<file path="src/rtl/otbn_rf_bignum_wipe_ctrl_pkg.sv">
// Shared constants and types for the bignum WDR write-port wipe sequencer.
package otbn_rf_bignum_wipe_ctrl_pkg;

  localparam int unsigned WLEN             = 256;
  localparam int unsigned BaseWordsPerWLEN = WLEN / 32;
  localparam int unsigned ExtWLEN          = BaseWordsPerWLEN * 39;

  // Inverted SECDED(39,32) encoding of an all-zero data word; passes the
  // register file integrity check while holding no secret.
  localparam logic [38:0] SecdedInv3932ZeroWord = 39'h2A00000000;

  // Sparse encoding: every pair of states differs in at least two bits, so a
  // single upset cannot land on another legal state.
  typedef enum logic [4:0] {
    WipeIdle = 5'b01101,
    WipeRnd  = 5'b10011,
    WipeZero = 5'b00110,
    WipeDone = 5'b11000
  } otbn_wipe_state_e;

  // Full-width integrity-protected zero word written in the second pass.
  function automatic logic [ExtWLEN-1:0] wipe_zero_word_ext();
    return {BaseWordsPerWLEN{SecdedInv3932ZeroWord}};
  endfunction

endpackage

</file>
<file path="src/rtl/otbn_rf_bignum_wipe_ctrl_onehot_enc.sv">
// Binary-to-onehot encoder with enable; one output bit per instance slot.
module otbn_rf_bignum_wipe_ctrl_onehot_enc #(
  parameter int unsigned OneHotWidth = 32,
  parameter int unsigned InputWidth  = $clog2(OneHotWidth)
) (
  input  logic [InputWidth-1:0]  in_i,
  input  logic                   en_i,
  output logic [OneHotWidth-1:0] out_o
);

  for (genvar i = 0; i < OneHotWidth; i++) begin : g_bit
    assign out_o[i] = en_i & (in_i == InputWidth'(i));
  end

endmodule

</file>
<file path="src/rtl/otbn_rf_bignum_wipe_ctrl.sv">
// WDR write-port arbiter: passes the core port through when idle, otherwise
// sequences two full passes over the WDR file (URND data, then zero word).
module otbn_rf_bignum_wipe_ctrl
  import otbn_rf_bignum_wipe_ctrl_pkg::*;
#(
  parameter int unsigned NWdr  = 32,
  parameter int unsigned WdrAw = $clog2(NWdr)
) (
  input  logic               clk_i,
  input  logic               rst_i,

  input  logic               wipe_req_i,
  output logic               wipe_busy_o,
  output logic               wipe_ack_o,

  input  logic               urnd_valid_i,
  input  logic [WLEN-1:0]    urnd_data_i,
  output logic               urnd_ack_o,

  input  logic [WdrAw-1:0]   core_wr_addr_i,
  input  logic [1:0]         core_wr_en_i,
  input  logic               core_wr_commit_i,
  input  logic [WLEN-1:0]    core_wr_data_no_intg_i,
  input  logic [ExtWLEN-1:0] core_wr_data_intg_i,
  input  logic               core_wr_data_intg_sel_i,
  input  logic [NWdr-1:0]    core_rf_we_i,

  output logic [WdrAw-1:0]   rf_wr_addr_o,
  output logic [1:0]         rf_wr_en_o,
  output logic               rf_wr_commit_o,
  output logic [WLEN-1:0]    rf_wr_data_no_intg_o,
  output logic [ExtWLEN-1:0] rf_wr_data_intg_o,
  output logic               rf_wr_data_intg_sel_o,
  output logic [NWdr-1:0]    rf_we_o,

  output logic               core_wr_err_o
);

  localparam logic [WdrAw-1:0]   LastIdx    = WdrAw'(NWdr - 1);
  localparam logic [ExtWLEN-1:0] ZeroWordExt = wipe_zero_word_ext();

  otbn_wipe_state_e state_q, state_d;
  logic [WdrAw-1:0] cnt_q, cnt_d;
  logic             wipe_we;
  logic             passthru;
  logic [NWdr-1:0]  wipe_rf_we;

  // State and WDR index counter.
  always_ff @(posedge clk_i) begin
    if (rst_i) begin
      state_q <= WipeIdle;
      cnt_q   <= '0;
    end else begin
      state_q <= state_d;
      cnt_q   <= cnt_d;
    end
  end

  // Next-state and write-port muxing; busy defaults apply outside IDLE.
  always_comb begin
    state_d               = state_q;
    cnt_d                 = cnt_q;
    passthru              = 1'b0;
    wipe_we               = 1'b0;
    wipe_busy_o           = 1'b1;
    wipe_ack_o            = 1'b0;
    urnd_ack_o            = 1'b0;
    core_wr_err_o         = |core_wr_en_i;
    rf_wr_addr_o          = '0;
    rf_wr_en_o            = 2'b00;
    rf_wr_commit_o        = 1'b0;
    rf_wr_data_no_intg_o  = '0;
    rf_wr_data_intg_o     = '0;
    rf_wr_data_intg_sel_o = 1'b0;

    case (state_q)
      WipeIdle: begin
        passthru              = 1'b1;
        wipe_busy_o           = 1'b0;
        core_wr_err_o         = 1'b0;
        rf_wr_addr_o          = core_wr_addr_i;
        rf_wr_en_o            = core_wr_en_i;
        rf_wr_commit_o        = core_wr_commit_i;
        rf_wr_data_no_intg_o  = core_wr_data_no_intg_i;
        rf_wr_data_intg_o     = core_wr_data_intg_i;
        rf_wr_data_intg_sel_o = core_wr_data_intg_sel_i;
        if (wipe_req_i) begin
          state_d = WipeRnd;
          cnt_d   = '0;
        end
      end
      WipeRnd: begin
        // Stall on missing URND rather than writing stale or zero data.
        if (urnd_valid_i) begin
          wipe_we              = 1'b1;
          urnd_ack_o           = 1'b1;
          rf_wr_addr_o         = cnt_q;
          rf_wr_en_o           = 2'b11;
          rf_wr_commit_o       = 1'b1;
          rf_wr_data_no_intg_o = urnd_data_i;
          cnt_d                = cnt_q + WdrAw'(1);
          if (cnt_q == LastIdx) state_d = WipeZero;
        end
      end
      WipeZero: begin
        wipe_we               = 1'b1;
        rf_wr_addr_o          = cnt_q;
        rf_wr_en_o            = 2'b11;
        rf_wr_commit_o        = 1'b1;
        rf_wr_data_intg_sel_o = 1'b1;
        rf_wr_data_intg_o     = ZeroWordExt;
        cnt_d                 = cnt_q + WdrAw'(1);
        if (cnt_q == LastIdx) state_d = WipeDone;
      end
      WipeDone: begin
        wipe_ack_o = 1'b1;
        state_d    = WipeIdle;
      end
      default: begin
        // Corrupted state: no writes, fall back to IDLE without an ack.
        state_d = WipeIdle;
        cnt_d   = '0;
      end
    endcase
  end

  otbn_rf_bignum_wipe_ctrl_onehot_enc #(
    .OneHotWidth(NWdr),
    .InputWidth (WdrAw)
  ) u_we_enc (
    .in_i (cnt_q),
    .en_i (wipe_we),
    .out_o(wipe_rf_we)
  );

  assign rf_we_o = passthru ? core_rf_we_i : wipe_rf_we;

endmodule

</file>
<file path="config.mk">
export PLATFORM = sky130hd
export DESIGN_NAME = otbn_rf_bignum_wipe_ctrl
export DESIGN_NICKNAME = d
export VERILOG_FILES = /design/src/rtl/otbn_rf_bignum_wipe_ctrl_pkg.sv /design/src/rtl/otbn_rf_bignum_wipe_ctrl_onehot_enc.sv /design/src/rtl/otbn_rf_bignum_wipe_ctrl.sv
export SDC_FILE = /design/constraint.sdc
export NUM_CORES = 1
export LEC_CHECK = 0
export CAP_MARGIN = 0
export CORE_AREA = 3 3 579 581
export DETAILED_ROUTE_END_ITERATION = 16
export DIE_AREA = 0 0 582 584
export GPL_TIMING_DRIVEN = 0
export PLACE_DENSITY = 0.3
export SETUP_SLACK_MARGIN = 0.3
export SKIP_LAST_GASP = 1
export SYNTH_ARGS = -nofsm -noshare
export SYNTH_HDL_FRONTEND = slang
export SYNTH_HIERARCHICAL = 1
export SYNTH_SLANG_ARGS = --single-unit
</file>
<file path="constraint.sdc">
create_clock -name clk_i -period 3.3 [get_ports clk_i]
set_clock_uncertainty 0.2 [all_clocks]
set_input_delay 0.66 -clock clk_i [delete_from_list [all_inputs] [get_ports clk_i]]
set_output_delay 0.66 -clock clk_i [all_outputs]
set_load 0.02 [all_outputs]
</file>
=== Word-level counts from Yosys, hierarchy flattened ===
Index checks and enable logic that the tools add are counted.

* Flip-flop bits (word level): 10
* Input bits: 869
* Output and inout bits: 613
* Word-level logic and storage cells: 104

* Add/sub/neg operators: 1
* Equality and inequality tests: 39
* Multiplexer cells: 25
* Bitwise gates (word level): 33
* Reduce and logical (&&, ||, !) cells: 4

{| class="wikitable"
|+ Operators with widths
! cell !! number
|-
| $pmux W312 S2 || 1
|-
| $pmux W256 S2 || 1
|-
| $mux W256 || 1
|-
| $eq A5 B5 Y1 const B || 18
|-
| $eq A5 B4 Y1 const B || 9
|-
| $mux W5 || 7
|-
| $and A1 B1 Y1 || 32
|-
| $mux W32 || 1
|-
| $pmux W5 S3 || 2
|-
| $eq A5 B3 Y1 const B || 5
|-
| $pmux W5 S4 || 1
|-
| $eq A5 B2 Y1 const B || 2
|-
| $ne A2 B2 Y1 const B || 4
|-
| $mux W1 || 6
|-
| $pmux W2 S3 || 1
|-
| $add A5 B1 Y5 const B || 1
|-
| $eq A5 B1 Y1 const B || 1
|-
| $logic_not A5 Y1 || 1
|-
| $pmux W1 S2 || 2
|-
| $reduce_and A4 Y1 || 1
|-
| $pmux W1 S3 || 1
|-
| $reduce_and A3 Y1 || 1
|-
| $mux W2 || 1
|-
| $reduce_or A2 Y1 || 1
|-
| $not A1 Y1 || 1
|}

=== Depth between registers and ports, before layout ===
Gate-level depths: netlist of the first run.

* Word-level depth: 4
* Mapped depth: 8
* Mapped depth without buffers: 7

=== Hierarchy ===
The synthesis of the first run kept the hierarchy.

{| class="wikitable"
|+ Modules (own cells, without submodules)
! module !! times used !! cells an instance !! area an instance (um^2) !! sequential area each (um^2)
|-
| otbn_rf_bignum_wipe_ctrl || 1 || 842 || 5,703.0 || 200.2
|-
| otbn_rf_bignum_wipe_ctrl_onehot_enc || 1 || 47 || 234.0 || 0.0
|}

=== Worst setup path before layout of the first run ===
Ideal clock, no wire load.

* Path kind: input -> output
* From: input urnd_valid_i
* To: output rf_we_o[3]
* Arrival: 2.200 ns
* Data required time: 2.440 ns
* Setup slack: 0.240 ns
* Stages on the path: 8
* Buffers on the path: 1
* Cell sequence: inv_1 nor3_4 or2_2 buf_2 or4b_4 nor2_1 nand2_1 nand2_1

* Longest elaborated chain between the ends: 4

{| class="wikitable"
|+ RTL lines
! element !! line !! RTL
|-
| start, declared || otbn_rf_bignum_wipe_ctrl.sv:16 || <nowiki>input logic urnd_valid_i,</nowiki>
|-
| $mux W1 || otbn_rf_bignum_wipe_ctrl.sv:94 || <nowiki>if (urnd_valid_i) begin</nowiki>
|-
| $pmux W1 S2 || otbn_rf_bignum_wipe_ctrl.sv:76 || <nowiki>case (state_q)</nowiki>
|-
| via wipe_we || otbn_rf_bignum_wipe_ctrl.sv:44 || <nowiki>logic wipe_we;</nowiki>
|-
| $and A1 B1 Y1 || otbn_rf_bignum_wipe_ctrl_onehot_enc.sv:12 || <nowiki>assign out_o[i] = en_i & (in_i == InputWidth'(i));</nowiki>
|-
| via wipe_rf_we[3] || otbn_rf_bignum_wipe_ctrl.sv:46 || <nowiki>logic [NWdr-1:0] wipe_rf_we;</nowiki>
|-
| $mux W32 || otbn_rf_bignum_wipe_ctrl.sv:136 || <nowiki>assign rf_we_o = passthru ? core_rf_we_i : wipe_rf_we;</nowiki>
|-
| end, declared || otbn_rf_bignum_wipe_ctrl.sv:34 || <nowiki>output logic [NWdr-1:0] rf_we_o,</nowiki>
|}

The timed path passes the listed nets, and every way through them passes these cells.

=== Final worst setup path of the first run ===
* From: register state_q[2]
* To: output rf_wr_data_no_intg_o[237]

* Longest elaborated chain between the ends: 2
* Elaborated cells between the ends (all ways): 3
* Those cells by class: 2 x eq/ne; 1 x mux

{| class="wikitable"
|+ RTL lines
! element !! line !! RTL
|-
| start, declared || otbn_rf_bignum_wipe_ctrl.sv:42 || <nowiki>otbn_wipe_state_e state_q, state_d;</nowiki>
|-
| start signal, assigned || otbn_rf_bignum_wipe_ctrl.sv:51 || <nowiki>state_q <= WipeIdle;</nowiki>
|-
| start signal, assigned || otbn_rf_bignum_wipe_ctrl.sv:54 || <nowiki>state_q <= state_d;</nowiki>
|-
| $eq A5 B5 Y1 / $eq A5 B4 Y1 (equally long branches) || otbn_rf_bignum_wipe_ctrl.sv:76 ||
|-
| $pmux W256 S2 * || otbn_rf_bignum_wipe_ctrl.sv:76 ||
|-
| end, declared || otbn_rf_bignum_wipe_ctrl.sv:31 || <nowiki>output logic [WLEN-1:0] rf_wr_data_no_intg_o,</nowiki>
|}

Every way passes the cells marked *; elsewhere a longest branch is shown, timed or not.

==> results of run 1 <==
Yosys cell counts, drive strengths merged, types with 2 or more instances:
library cell	number
nor3	4
inv	6
clkbuf	46
a211o	2
and3	3
nand4b	3
mux2i	2
dfxtp	10
o2111ai	2
buf	61
ha	2
a22o	261
nand4bb	3
a211oi	3
nand2	102
nand2b	3
o311ai	2
a21o	28
or2	3
nor2b	2
o21ai	3
nor2	39
and2	288
state kept, by name, indices dropped and copies added, names as in the netlist:
name,cells
cnt_q,5
state_q,5
timing repair:
action,in CTS,in global routing
buffers inserted,34,98
endpoints found under the hold margin,0,0
endpoints found under the setup margin,615,612
pin swaps,17,89
gates cloned,3,8
resized for setup,1160,2802
worst max path at each step:
| stage | to | cells past startpoint | startpoint |
|---|---|---|---|
| 2_1_floorplan | rf_we_o[3] | 8 | urnd_valid_i |
| 3_3_place_gp | rf_wr_data_no_intg_o[212] | 6 | urnd_valid_i |
| 3_5_place_dp | rf_wr_data_no_intg_o[189] | 7 | urnd_valid_i |
| 4_1_cts | rf_wr_data_intg_o[75] | 9 | state_q[3]$_SDFFE_PP1P_ |
| 5_1_grt | rf_we_o[2] | 11 | state_q[2]$_SDFFE_PP1P_ |
| 6_report | rf_wr_data_no_intg_o[237] | 8 | state_q[2]$_SDFFE_PP1P_ |
where the power goes:
| part | total [W] | switching (W) | internal, W |
|---|---|---|---|
| logic | 0.0398 | 0.0254 | 0.0144 |
| clock network | 0.000216 | 0.0000583 | 0.000157 |
| registers | 0.000172 | 0.0000212 | 0.000151 |
| total | 0.0402 | 0.0255 | 0.0147 |
per-layer routing:
layer  vias up  part of all wire [%]
met4       106                   4.1
met5         -                  0.22
met3       680                    20
met2      1836                    45
li1       6564                     -
met1      7697                    31
worst register-to-register path, cell delays in order, from the launching register on:
cell       delay (ns)
dfxtp_2          0.32
buf_6            0.11
buf_6            0.10
nand3b_1         0.22
nor3_4           0.22
buf_12           0.18
buf_6            0.12
buf_12           0.11
buf_6            0.10
buf_12           0.11
buf_4            0.15
o2111ai_1        0.11
o311ai_0         0.10
cells by family after synthesis:
family | synth area share (%)
multiplexers | 0.337
flip-flops | 3.37
buffers and inverters | 8.83
AND/OR/NAND/NOR | 42.7
adder cells (fa/ha/maj) | 0.421
AO/OA/AOI/OAI | 44.3
metrics by stage:
step	setup WS, ns	util [%]	power [W]	instance area, um^2	TNS [ns]
3_3_place_gp	-2.44	7.94	0.0366	26200	-685.65
5_1_grt	-0.253	9.04	0.0427	29900	-13.86
3_5_place_dp	-2.25	7.94	0.0364	26200	-680.48
2_1_floorplan	0.308	-	0.0121	5940	0
4_1_cts	-0.313	8.19	0.0364	27100	-88.90
6_report	-0.146	9.06	0.0402	29900	-4.08
cell type report:
class	instances	area share (%)
timing repair buffer	1624	55.6
multi-input combinational	765	19.8
inverter	7	0.0962
sequential	10	0.677
tap	4366	18.3
buffer	106	4.54
clock buffer	3	0.251
antenna	88	0.736
placed cells by master (no fill, tap or decap), types with 9 or more instances in the layout:
master	synthesis	routed
clkdlybuf4s50_1	0	872
buf_12	0	108
buf_8	0	42
dlygate4sd2_1	0	49
clkbuf_16	0	11
a21o_1	28	28
a22o_1	261	203
and2_1	288	245
nand2_1	102	91
clkbuf_2	0	73
nand2_2	0	11
diode_2	0	88
nor2_2	1	9
clkbuf_4	0	87
and2_4	0	25
buf_2	56	43
buf_16	0	14
a22o_4	0	58
nor2_1	38	27
and2_2	0	18
buf_4	3	166
buf_6	2	255
==> results.md, run 1 <==
* Outcome: finished with violations
* Failing checks: negative setup slack
* Avg WL per Cell at 47.1 um
* Met3 GRT Util at 15.5%
* CP max FO at 11
* Routed WL at 328 mm
* Post-route setup slack at -0.146 ns
* Met2 GRT Util at 30.2%
* I/O Buffers at 1481
* Synth top area share at 38.5%
* Die ar. at 340000 um^2
* Slew margin rel. at 47.1%
* Post-route DRC at 0
* Maximum vdd drop at 437 uV
* CP Capture Type: output pin
* Max Cap Viol at 0
* CTS tree: built
* Vias per cell at 2.42
* Longest Clk Path Bufs at 2
* Power density over the cells at 1340 nW/um^2
* Clk slew on worst S/H paths at 0.04 ns
* R2R setup slack at 1.05 ns
* Top FF cell, synth: dfxtp_1
* DRC marker count from the first detailed-route iteration at 979
* Chip width at 582 um
* Clk sinks at 10
* First-pass GRT wire length at 362 mm
* Seq/Total Area, Yosys at 3.37%
* Reg2reg end: cnt_q[2]$_SDFFE_PP0P_
* Initial Util at 1.80%
* Number of global-route vias before repair at 15822
* Worst r2r src: state_q[2]$_SDFFE_PP1P_
* Share of cells above drive strength 1 at 37.4%
* Synthesis-to-layout area growth at 404%
* Fillers at 38408
* Library cells used by synthesis at 39
* Core Region at 330000 um^2
* FFs w/ async S/R, synth at 0%
* Largest net degree at the start of global routing at 14
* CP max stage delay at 0.63 ns
* Buf/Inv on CP at 5
* Cell mode on critical path: buf_6
* WHS Endpoint: state_q[0]$_SDFFE_PP1P_
* Worst slew pin tran at 0.793 ns
* Synthesis-stage register bit count at 10
* Die H at 584 um
* Worst Path Required at 2.44 ns
* Crit start category: register
* Mean post-synth cell area at 6.68 um^2
* Final Critical Period at 3.45 ns
* Hold slack at 0.362 ns
* CP max stage cell: clkdlybuf4s50_1
* Gpl congestion at 1.10
* Tot GR Track Use at 18.4%
* Final period utilization at 104%
* WS Path Type: reg -> out
* Post-synthesis net count at 1760
* Grt peak-use layer: met2
* Layout Cells excl Fill at 6969
* Grt met1 use at 17.3%
* Total gr overflow at 0
* CTS Hold Bufs at 0
* Via count at 16883
* Leakage at 11.5 nW
* CP arrival at 2.59 ns
* Clk_lat worst skew at 0.24 ns
* Initial antenna violation count at 378
* Placed Cells at 6736
* Crit path max-delay family: buffers and inverters
* Hold Path Class: reg -> reg
* H-tree levels at 1
* WHS Path Cells at 1
* ANT nets after route at 0
* Crit path cell chain: buf_6 -> buf_6 -> nand3b_1 -> nor3_4 -> buf_6 -> buf_2 -> a22o_1 -> clkdlybuf4s50_1
* Fin. max-slew vios at 0
* Hpwl dp at 309 mm
* R2r worst-path depth at 12
* Post-Syn Area at 5940 um^2
* Number of synthesized flops with an enable pin at 0
* Root buffer cell: clkbuf_16
* Hold path start: state_q[0]$_SDFFE_PP1P_
* Final Hold Violating Endpoints at 0
* Multi-input logic area at 5940 um^2
* DR pass1 iterations at 4
* CTS Buf Count at 3
* Site Rows at 211
* Ys Warns at 6
* Area leader, netlist: a22o_1
* Area contributors post-synth: a22o_1 39%, and2_1 30%, nand2_1 6.4%, buf_2 4.7%, a21o_1 3.5%
* Max Clock Freq at 290 MHz
* Post-Syn Instances at 889
* Final setup viols at 75
* Io pins at 1482
* NumNets Final at 3388
* Register area at 203 um^2
* RSZ-0062 raised after global routing: true
Power figures use the tool's default switching activity.
==> run 2, diff against run 1 <==
--- a/config.mk
+++ b/config.mk
@@ -7,6 +7,7 @@
 export LEC_CHECK = 0
 export CAP_MARGIN = 0
 export CORE_AREA = 3 3 579 581
+export CTS_CLUSTER_SIZE = 28
 export DETAILED_ROUTE_END_ITERATION = 16
 export DIE_AREA = 0 0 582 584
 export GPL_TIMING_DRIVEN = 0
==> results of run 2 <==
Same layout as run 1: the final DEF is identical, and so are final timing and power.
==> run 3, diff against run 2 <==
--- a/config.mk
+++ b/config.mk
@@ -10,7 +10,6 @@
 export CTS_CLUSTER_SIZE = 28
 export DETAILED_ROUTE_END_ITERATION = 16
 export DIE_AREA = 0 0 582 584
-export GPL_TIMING_DRIVEN = 0
 export PLACE_DENSITY = 0.3
 export SETUP_SLACK_MARGIN = 0.3
 export SKIP_LAST_GASP = 1
==> run 3 against run 2 <==
  * The flow now finishes without violations
  * Sequential share of layout area down 0.10 points
  * Die area unchanged
  * Setup slack better by 0.26 ns
  * Non-clock buffer count decreased by 49
  * Worst hold slack improved by 0.019 ns
  * Total power increased by 28%
  * Critical path depth grew 3
  * First-iteration DRC count grew 0.72%
  * Clock-buffer cell count is 1 higher
  * Combinational power grew 29%
  * Utilization is 1.7 points higher
  * Largest power group unchanged
==> results.md, run 3 (synthesized netlist as in run 1, its figures left out) <==
* Outcome: finished clean
* RSZ-0062 raised after global routing: true
* DRC marker count from the first detailed-route iteration at 986
* I/O Buffers at 1481
* Site Rows at 211
* Largest net degree at the start of global routing at 40
* Final Critical Period at 3.18 ns
* Switching power at 0.0268 W
* Gpl congestion at 1.12
* Io pins at 1482
* Leakage at 13.4 nW
* Worst slew pin tran at 0.572 ns
* Initial Util at 1.80%
* CTS Buf Count at 3
* Clk slew on worst S/H paths at 0.04 ns
* Cell mode on critical path: buf_6
* Slew margin rel. at 61.9%
* Final period utilization at 96.4%
* Crit start category: register
* CP Capture Type: output pin
* Longest Clk Path Bufs at 2
* CP max stage cell: or4b_4
* Crit path cell chain: buf_6 -> nand3b_1 -> nor3_4 -> buf_6 -> or2_4 -> or4b_4 -> buf_6 -> nor2_4 -> nand2_1 -> nand2_1 -> buf_6
* Via count at 17039
* Clk sinks at 10
* Maximum vdd drop at 682 uV
* Clock Power Share at 0.5%
* Sequential share of power at 0.3%
* Power density over the cells at 1460 nW/um^2
* Hpwl dp at 297 mm
* Final Hold Violating Endpoints at 0
* Largest registers: cnt_q: 5 flops, state_q: 5 flops
* Post-route setup slack at 0.118 ns
* Number of global-route vias before repair at 15847
* Die H at 584 um
* First-pass GRT wire length at 357 mm
* Chip width at 582 um
* Max Clock Freq at 314 MHz
* Root buffer cell: clkbuf_16
* Commonest non-fill, non-tap cell in the layout: clkdlybuf4s50_1
* Setup Slack @ Placement at -0.546 ns
* Final setup viols at 0
* Worst Path Required at 2.44 ns
* Avg WL per Cell at 46.9 um
* CTS Hold Bufs at 0
* Share of cells above drive strength 1 at 44.5%
* Hold Path Class: reg -> reg
* Combinational fraction of design power at 99.2%
* WS Path Type: reg -> out
* Area after DPL at 30400 um^2
* Core Region at 330000 um^2
* Die ar. at 340000 um^2
* ANT nets after route at 0
* Vias per cell at 2.47
* CP max stage delay at 0.51 ns
* Synthesis-to-layout area growth at 496%
* CP arrival at 2.32 ns
* Sw Share at 51.9%
* H-tree levels at 1
* Clk_lat worst skew at 0.24 ns
* Initial antenna violation count at 450
* Tot GR Track Use at 18.0%
* Routed WL at 323 mm
* CTS tree: built
* Fillers at 37754
* Max Cap Viol at 0
* NumNets Final at 3339
* Internal power at 0.0248 W
* Total gr overflow at 0
* TNS Setup at 0 ns
* Fin. max-slew vios at 0
* Fin area at 35400 um^2
* Commonest cells after routing, fill and taps aside: 868 x clkdlybuf4s50_1, 471 x buf_12, 149 x and2_4, 145 x a22o_1, 138 x and2_1
* DR pass1 iterations at 5
* Hold slack at 0.380 ns
* CP max FO at 3
* Post-route DRC at 0
-- run 3: cell types whose count changed in the layout (fill, tap and decap cells not counted), moves of 85 or more --
cell and change:
buf_12 +363, and2_4 +124, buf_6 -119, and2_1 -107
clkbuf_4 -87, buf_4 -85
-- run 3: worst max-delay path, delay by kind of cell (launching register included) --
kind          cells  cell delay [ns]
simple gates      7             1.22
buf+inv           4             0.50
flops             1             0.34
-- run 3: power groups by stage --
stage,Combinational [W],Clock (W),Sequential [W]
after detailed placement,0.0426,0,0.000162
after global routing,0.0538,0.000260,0.000173
after global placement,0.0428,0,0.000160
after CTS,0.0470,0.000250,0.000169
after floorplan,0.0119,0,0.000161
final,0.0513,0.000248,0.000169
-- run 3: path summary, 6_finish.rpt --
| path | startpoint | to | slack, ns | cells past startpoint |
|---|---|---|---|---|
| setup / recovery | state_q[0]$_SDFFE_PP1P_ | rf_we_o[1] | 0.12 | 11 |
| hold / removal | cnt_q[0]$_SDFFE_PP0P_ | cnt_q[0]$_SDFFE_PP0P_ | 0.38 | 1 |
| setup reg to reg | state_q[2]$_SDFFE_PP1P_ | cnt_q[3]$_SDFFE_PP0P_ | 0.91 | 8 |
| hold reg to reg | cnt_q[0]$_SDFFE_PP0P_ | cnt_q[0]$_SDFFE_PP0P_ | 0.38 | 1 |
-- run 3: through the flow --
step | total power [W] | util [%] | cells
after detailed placement | 0.0427 | 9.22 | 6690
final | 0.0517 | 10.7 | 6895
after global routing | 0.0543 | 10.7 | 6878
after floorplan | 0.0121 | - | 889
after CTS | 0.0474 | 9.87 | 6766
after global placement | 0.0429 | 9.22 | 6690
-- run 3: area by class of cell --
type,instances,area [um^2],share of cell area [%]
Multi-Input combinational cell,765,6770,19.1
Sequential cell,10,204,0.576
Timing Repair Buffer,1681,22700,64.1
Antenna cell,62,155,0.438
Inverter,7,26.3,0.0742
Clock buffer,4,88.8,0.251
Tap cell,4366,5460,15.4
-- run 3: repair_timing --
action	CTS	global route
setup endpoints to repair	587	486
gates cloned	24	35
gates resized for setup	613	460
setup buffers	48	32
pin swaps	46	180
-- run 3: routing by layer --
| layer | GRT usage [%] | part of all wire [%] | up-vias |
|---|---|---|---|
| met5 | 0.112 | 0.21 | - |
| met4 | 2.70 | 2.9 | 72 |
| met3 | 15.7 | 19 | 760 |
| met2 | 30.5 | 46 | 1995 |
| met1 | 16.5 | 31 | 7766 |
| li1 | - | - | 6446 |
